$ cat config.mk
export PLATFORM = sky130hd
export DESIGN_NAME = rf_wb_scheduler
export DESIGN_NICKNAME = d
export VERILOG_FILES = /design/src/rtl/rf_wb_scheduler.sv
export SDC_FILE = /design/constraint.sdc
export NUM_CORES = 1
export LEC_CHECK = 0
export CAP_MARGIN = 0
export CORE_UTILIZATION = 50
export CTS_BUF_LIST = sky130_fd_sc_hd__clkbuf_4 sky130_fd_sc_hd__clkbuf_8 sky130_fd_sc_hd__clkbuf_16
export DETAILED_ROUTE_END_ITERATION = 6
export PLACE_DENSITY = 0.75
export SYNTH_ARGS = -nofsm -noshare
export SYNTH_HDL_FRONTEND = slang
export SYNTH_SLANG_ARGS = --single-unit
$ cat constraint.sdc
create_clock -name clk -period 4.7 [get_ports clk]
set_input_delay 0.94 -clock clk [delete_from_list [all_inputs] [get_ports clk]]
set_output_delay 0.94 -clock clk [all_outputs]
set_load 0.01 [all_outputs]
$ cat src/rtl/rf_wb_scheduler.sv
// Write-back scheduler: round-robin arbitration of ALU/LSU results onto the
// register file write port, plus a per-register pending-write scoreboard.
module rf_wb_scheduler #(
    parameter int XLEN = 32,
    parameter int AW   = 5
) (
    input  logic            clk,
    input  logic            rst,
    input  logic            alu_valid,
    output logic            alu_ready,
    input  logic [AW-1:0]   alu_rd,
    input  logic [XLEN-1:0] alu_data,
    input  logic            lsu_valid,
    output logic            lsu_ready,
    input  logic [AW-1:0]   lsu_rd,
    input  logic [XLEN-1:0] lsu_data,
    input  logic            issue_en,
    input  logic [AW-1:0]   issue_rd,
    output logic            issue_ready,
    input  logic [AW-1:0]   q_rs1,
    input  logic [AW-1:0]   q_rs2,
    output logic            rs1_busy,
    output logic            rs2_busy,
    output logic            wr_en,
    output logic [AW-1:0]   wr_addr,
    output logic [XLEN-1:0] wr_data
);

    localparam int NREG = 1 << AW;
    localparam logic PRIO_ALU = 1'b0;
    localparam logic PRIO_LSU = 1'b1;

    logic            prio;
    logic [1:0]      cnt [NREG];
    logic            xfer;
    logic [AW-1:0]   sel_rd;
    logic [XLEN-1:0] sel_data;
    logic            commit_hit;
    logic            issue_inc;

    always_comb begin
        alu_ready = 1'b0;
        lsu_ready = 1'b0;
        if (!rst) begin
            if (alu_valid && (!lsu_valid || prio == PRIO_ALU))
                alu_ready = 1'b1;
            else if (lsu_valid)
                lsu_ready = 1'b1;
        end
    end

    assign xfer     = alu_ready | lsu_ready;
    assign sel_rd   = lsu_ready ? lsu_rd : alu_rd;
    assign sel_data = lsu_ready ? lsu_data : alu_data;

    // A commit landing this cycle frees a slot, so a saturated counter can still accept.
    assign commit_hit  = wr_en && (wr_addr == issue_rd);
    assign issue_ready = (issue_rd == '0) || (cnt[issue_rd] != 2'd3) || commit_hit;
    assign issue_inc   = issue_en && issue_ready && (issue_rd != '0);

    assign rs1_busy = (q_rs1 != '0) && (cnt[q_rs1] != 2'd0);
    assign rs2_busy = (q_rs2 != '0) && (cnt[q_rs2] != 2'd0);

    always_ff @(posedge clk) begin
        if (rst) begin
            prio    <= PRIO_ALU;
            wr_en   <= 1'b0;
            wr_addr <= '0;
            wr_data <= '0;
            for (int i = 0; i < NREG; i++)
                cnt[i] <= 2'd0;
        end else begin
            if (alu_ready)
                prio <= PRIO_LSU;
            else if (lsu_ready)
                prio <= PRIO_ALU;

            wr_en <= xfer && (sel_rd != '0);
            if (xfer && (sel_rd != '0)) begin
                wr_addr <= sel_rd;
                wr_data <= sel_data;
            end

            for (int i = 1; i < NREG; i++) begin
                if ((issue_inc && issue_rd == AW'(i)) && !(wr_en && wr_addr == AW'(i)))
                    cnt[i] <= cnt[i] + 2'd1;
                else if (!(issue_inc && issue_rd == AW'(i)) && (wr_en && wr_addr == AW'(i))
                         && cnt[i] != 2'd0)
                    cnt[i] <= cnt[i] - 2'd1;
            end
        end
    end

endmodule
# ---- Yosys cells after proc, flatten, opt, wreduce, memory -nomap -nowiden
# Memory sizes are Yosys's and may differ from the RTL's.
# Index checks and enable logic that the tools add are counted.
dict set report word_totals {
  mem_bits_ro 0
  regBits 39
  output_inout_bits 43
  latchBits 0
  wordCells 752
  inputBits 94
  ram_bits 64
  memories 1
}
dict set report classes {
  n_mul 0
  n_reduce_logical 267
  n_div 0
  eq_ne 64
  add_sub_neg 62
  muxes 290
  n_lt_le_gt_ge 0
  bitwise 64
  n_shift 0
}
# memory depth width rd rd_clocked_by_memory_dff wr line
set mem_list {}
lappend mem_list {cnt 32 2 34 0 32 34} ;# logic [1:0] cnt [NREG];
# operator count
set op_table {}
lappend op_table {{two-way mux 1 bit} 226}
lappend op_table {{logical AND 1 bit} 162}
lappend op_table {{equality test 5 bit, second input constant} 32}
lappend op_table {{two-way mux 2 bit} 62}
lappend op_table {{equality test 5 x 4 -> 1 bit, second input constant} 16}
lappend op_table {{nonzero test 2 bit} 34}
lappend op_table {{zero test 1 bit} 63}
lappend op_table {{OR 1 bit} 63}
lappend op_table {{adder 2 x 1 -> 2 bit, second input constant} 31}
lappend op_table {{subtractor 2 x 1 -> 2 bit, second input constant} 31}
lappend op_table {{equality test 5 x 3 -> 1 bit, second input constant} 8}
lappend op_table {{two-way mux 32 bit} 1}
lappend op_table {{equality test 5 x 2 -> 1 bit, second input constant} 4}
lappend op_table {{nonzero test 5 bit} 4}
lappend op_table {{equality test 5 x 1 -> 1 bit, second input constant} 2}
lappend op_table {{equality test 5 bit} 1}
lappend op_table {{zero test 5 bit} 1}
lappend op_table {{two-way mux 5 bit} 1}
lappend op_table {{logical OR 1 bit} 3}
lappend op_table {{!= test 2 bit, second input constant} 1}
lappend op_table {{inverter 1 bit} 1}

# ---- Depth between registers and ports, before layout
# An unclocked memory read counts as a cell.
dict set report depth {
  word_depth 15
  ltp_mapped 10
  ltp_nobuf 7
}

# ---- Worst setup path after synthesis
# Ideal clock, no wire load.
dict set report synth_path {
  kind {input port to output port}
  from {input q_rs1[2]}
  to {output rs1_busy}
  n_path_buf 1
  t_required_ns 3.760
  cell_stages 4
  path_slack_ns 1.197
  arrival_time_ns 2.563
  cell_sequence {buf_1 > mux4_2 > mux4_2 > a21oi_1}
}
dict set report synth_between {
  elab_chain_cells 3
  elab_cells_between_ends 4
  cone_classes {reduce/logical (3); memory (1)}
}
# element line
set synth_lines {}
lappend synth_lines {{from (decl)} 20} ;# input logic [AW-1:0] q_rs1,
lappend synth_lines {{memory (32 x 2 bit)} --}
lappend synth_lines {{nonzero test 2 bit} 61} ;# assign rs1_busy = (q_rs1 != '0) && (cnt[q_rs1] != 2'd0);
lappend synth_lines {{logical AND 1 bit (*)} 61}
lappend synth_lines {{to (decl)} 22} ;# output logic rs1_busy,
# Mark *: on every way between the ends. The rest lies on a longest branch, timed or not.

# ---- Worst setup path after layout
dict set report layout_path {
  from {input issue_rd[1]}
  to {output issue_ready}
}
dict set report layout_between {
  elab_chain_cells 4
  elab_cells_between_ends 7
  cone_classes {eq/ne (2); reduce/logical (4); memory (1)}
}
# element line
set layout_lines {}
lappend layout_lines {{from (decl)} 18} ;# input logic [AW-1:0] issue_rd,
lappend layout_lines {{memory (32 x 2 bit)} --}
lappend layout_lines {{!= test 2 bit} 58} ;# assign issue_ready = (issue_rd == '0) || (cnt[issue_rd] != 2'd3) || commit_hit;
lappend layout_lines {{logical OR 1 bit} 58}
lappend layout_lines {{logical OR 1 bit (*)} 58}
lappend layout_lines {{to (decl)} 19} ;# output logic issue_ready,
# Marks and branches as above.

==> results.md <==
- The flow ran to the end, and the final reports show no timing, DRC or antenna violations.
- Summed over all layers, the global routing overflow is 0.
- In this run the worst path has a maximum fanout of 19.
- Clock tree synthesis selected as its root buffer the cell clkbuf_16.
- The post-CTS setup buffer count is 0.
- For this run, design rule violations remaining after detail routing come to 0.
- The number of different library cells used by synthesis comes to 73.
- The number of hold buffers added after CTS was 0.
- In this run the power density over the cells is 263.5 nW/um2.
- Dividing the final minimum period by the clock period gives 0.9749.
- Setup repair after global routing left no endpoint under its margin.
- The minimum period implied by the final worst setup slack is 4.582 ns.
- The post-synth net total is 897.
- The proportion of layout cells with a drive suffix above 1 is 0.08596.
- Compared with the post-synthesis result, the final layout area differs by 24.46%.
- The most instantiated flip-flop cell in the synthesis netlist is edfxtp_1.
- The instance count along the most critical hold path is 2.
- In this run the tool buffered the top-level ports with 136 buffer cells.
- The count of antenna-violating nets left after detailed routing is 0.
- The net total in the final layout is 1009.
- The count of cells along the worst register-to-register path is 7.
- The fraction of post-synthesis cell area in the top cell type by area is 0.2556.
- The maximum achievable frequency is 218.2 MHz.
- The worst relative slew slack is 0.2053.
- The required arrival time at the worst endpoint is 3.76 ns.
- Once detailed placement completed, the half-perimeter wirelength came to 18.39 mm.
- The worst setup skew after layout is 0.007982 ns.
- The reported leakage power is 3.082 nW.
- The congestion estimate from routability-driven global placement came to 0.9934.
- The number of slew-limit violations in the final report is 0.
- The number of buffers on the longest clock path is 2.
- The worst setup path category is primary input to output pin.
- After floorplanning, the core was divided into 43 placement rows.
- The share of total power dissipated in the clock network is 0.309.
- The total of cells resized after clock tree synthesis is 0.
- In the final timing run, aggregate negative setup slack is 0 ns.
- The clock latency of the later-clocked register in the worst-skew pair is 0.35 ns.
- For flop-to-flop paths, the worst setup slack is 1.84 ns.
- The die covers 15060 um2.
- The average cell area after synthesis is 9.083 um2.
- For this design, the sink count on the clock tree is 101.
- The via density per instance is 6.606.
- The portion of total power attributed to combinational logic is 0.239.
- Of the total power, the share spent switching nets is 0.2996.
- The count of synthesis-stage warnings from yosys is 0.
- The die boundary width is 122.7 um.
- The number of top-level pins is 137.
- The sequential fraction of design power is 0.452.
- The initial core utilization is 0.5188.
- In this run the standard cell core region covers 14040 um2.
- The number of fillers in the final layout is 1175.
- The routed layout has 7260 vias.
- The number of endpoints with negative hold slack in the final report is 0.
- Entering global routing, the biggest net connects 74 pins.
- The via count of the first global-routing pass was 6992.
- The floorplan die height is 122.7 um.
- Yosys mapped a number of flops with a built-in enable equal to 62.
- The fraction of registers with async set/reset is 0.
- The number of antenna violations at the first check in global routing came to 0.
- The routed design has 24.02 mm of wire.
- The maximum level of the CTS H-tree is 3.
- The type of the tightest min-delay check is flop to flop.
- The pre-antenna-repair detailed-routing pass consisted of 6 iterations.
- The wire length of the first global-routing pass is 36.99 mm.
- Once placement finished, the instance area stood at 8785 um2.
- The number of antenna cells inserted is 0.
- The clock buffer count from CTS is 9.
- The dominant cell type by area after synthesis is edfxtp_1.
- The share of synthesized area occupied by flip-flops and latches is 0.3628.
- The worst setup path is launched from a primary input.
- TritonCTS built the clock tree.
- The wire length per cell after detailed routing is 21.85 um.
- After technology mapping, the gate count stands at 802.
- The total track usage is 0.3265.
- In this run the power spent charging and discharging nets is 0.0007158 W.
- In this run, the number of DRC markers left after iteration 0 of detailed routing was 781.
- The synthesized netlist occupies a cell area of 7284 um2.
- The clock slew at the register clock pins of the worst setup and hold paths is 0.07 ns.
- After routing the design area is 9066 um2.
- At the pin with the least slew margin, the transition time is 1.190 ns.
- After synthesis the netlist holds a flip-flop and latch count of 101.
- For the worst setup path, the data arrival time is 3.64 ns.
- Max-cap violations in this run came to 0.
- Ranked by total cell area, the synthesized netlist is headed by edfxtp_1 26%, dfxtp_1 11%, nor2_1 6.5%.
- The internal portion of the total power is 0.001673 W.
- The worst setup path is captured at an output pin.
- The final number of setup-violating endpoints is 0.
- The maximum vdd drop is 0.1628 mV.
[sequential cells by signal, indices dropped and copies added (netlist names)]
name	flops
wr_addr	5
prio	1
cnt	62
wr_data	32
wr_en	1
[critical path, cell delays in order]
cell and delay (ns):
clkdlybuf4s50_1 0.69, buf_4 0.32, mux4_1 0.23, a22oi_1 0.10, and3_2 0.22, o21ai_0 0.15, or3b_2 0.49, clkdlybuf4s50_1 0.49
[synth_stat cells, types with 16 or more instances]
library cell and number:
nor2_1 126, nand2_1 63, edfxtp_1 62, a211oi_1 54
mux2i_1 47, nor3_1 45, nand3_1 41, dfxtp_1 39
a21oi_1 31, clkbuf_1 31, o21ai_0 19, mux4_2 16
[kinds of logic (layout without fill, tap and decap cells)]
group | after synthesis | count (layout) | synth area share
simple gates | 368 | 368 | 0.2472
buf+inv | 58 | 175 | 0.03675
mux | 73 | 73 | 0.1455
compound gates | 184 | 184 | 0.1857
xor+xnor | 17 | 17 | 0.02044
flops | 101 | 101 | 0.3628
fa+ha+maj | 1 | 1 | 0.001717
[cell usage in the layout, fill, tap and decap left out, drive strengths merged, types with 11 or more instances in the layout]
cell | Yosys | layout
dfxtp | 39 | 39
a311oi | 11 | 11
mux2i | 48 | 48
o21ai | 24 | 24
a21oi | 31 | 31
mux4 | 23 | 23
nand4 | 12 | 12
clkdlybuf4s50 | 0 | 135
nand2 | 64 | 64
clkbuf | 31 | 13
nand3 | 41 | 41
nor3 | 52 | 52
nor2 | 127 | 127
a211oi | 55 | 55
nand2b | 15 | 15
edfxtp | 62 | 62
xor2 | 11 | 11
a2111oi | 13 | 13
nor2b | 15 | 15
buf | 23 | 20
[per-layer routing]
layer	up-vias	GRT usage	wire length, um
met2	420	0.5348	11270
met4	0	0.1730	981
met3	77	0.07249	2203
met1	3445	0.3999	9562
met5	-	0	0
li1	3318	-	-
[cell type report]
| type | count | area (um2) | share of cell area |
|---|---|---|---|
| Clock buffer | 13 | 261.5 | 0.02884 |
| Clock inverter | 3 | 20.02 | 0.002208 |
| Inverter | 4 | 15.01 | 0.001656 |
| Multi-Input combinational cell | 643 | 4388 | 0.4840 |
| Sequential cell | 101 | 2643 | 0.2915 |
| Tap cell | 180 | 225.2 | 0.02484 |
| Timing Repair Buffer | 155 | 1514 | 0.1670 |
[stage by stage]
step	cells	power (W)	setup slack, ns	hold slack [ns]	util
2_1_floorplan	802	0.001396	1.197	0.5202	-
3_3_place_gp	1083	0.001646	0.2279	0.4861	0.6256
3_5_place_dp	1083	0.001661	0.1678	0.4937	0.6256
4_1_cts	1099	0.002388	0.1453	0.5035	0.6456
5_1_grt	1099	0.002473	0.01162	0.5225	0.6456
6_report	1099	0.002389	0.1180	0.5003	0.6456
[power by group through the flow]
stage	sequential, W	combinational (W)	clock, W
3_5_place_dp	0.00110	0.000565	0
2_1_floorplan	0.00108	0.000316	0
4_1_cts	0.00108	0.000568	0.000743
6_report	0.00108	0.000571	0.000738
3_3_place_gp	0.00109	0.000552	0
5_1_grt	0.00109	0.000612	0.000772
[path summary, 6_finish.rpt]
path / start / to
min reg2reg: wr_data[13] / wr_data[13]
max reg2reg: cnt[18][0] / cnt[17][1]
min: wr_data[13] / wr_data[13]
max: issue_rd[1] / issue_ready
Power figures use the tool's default switching activity.
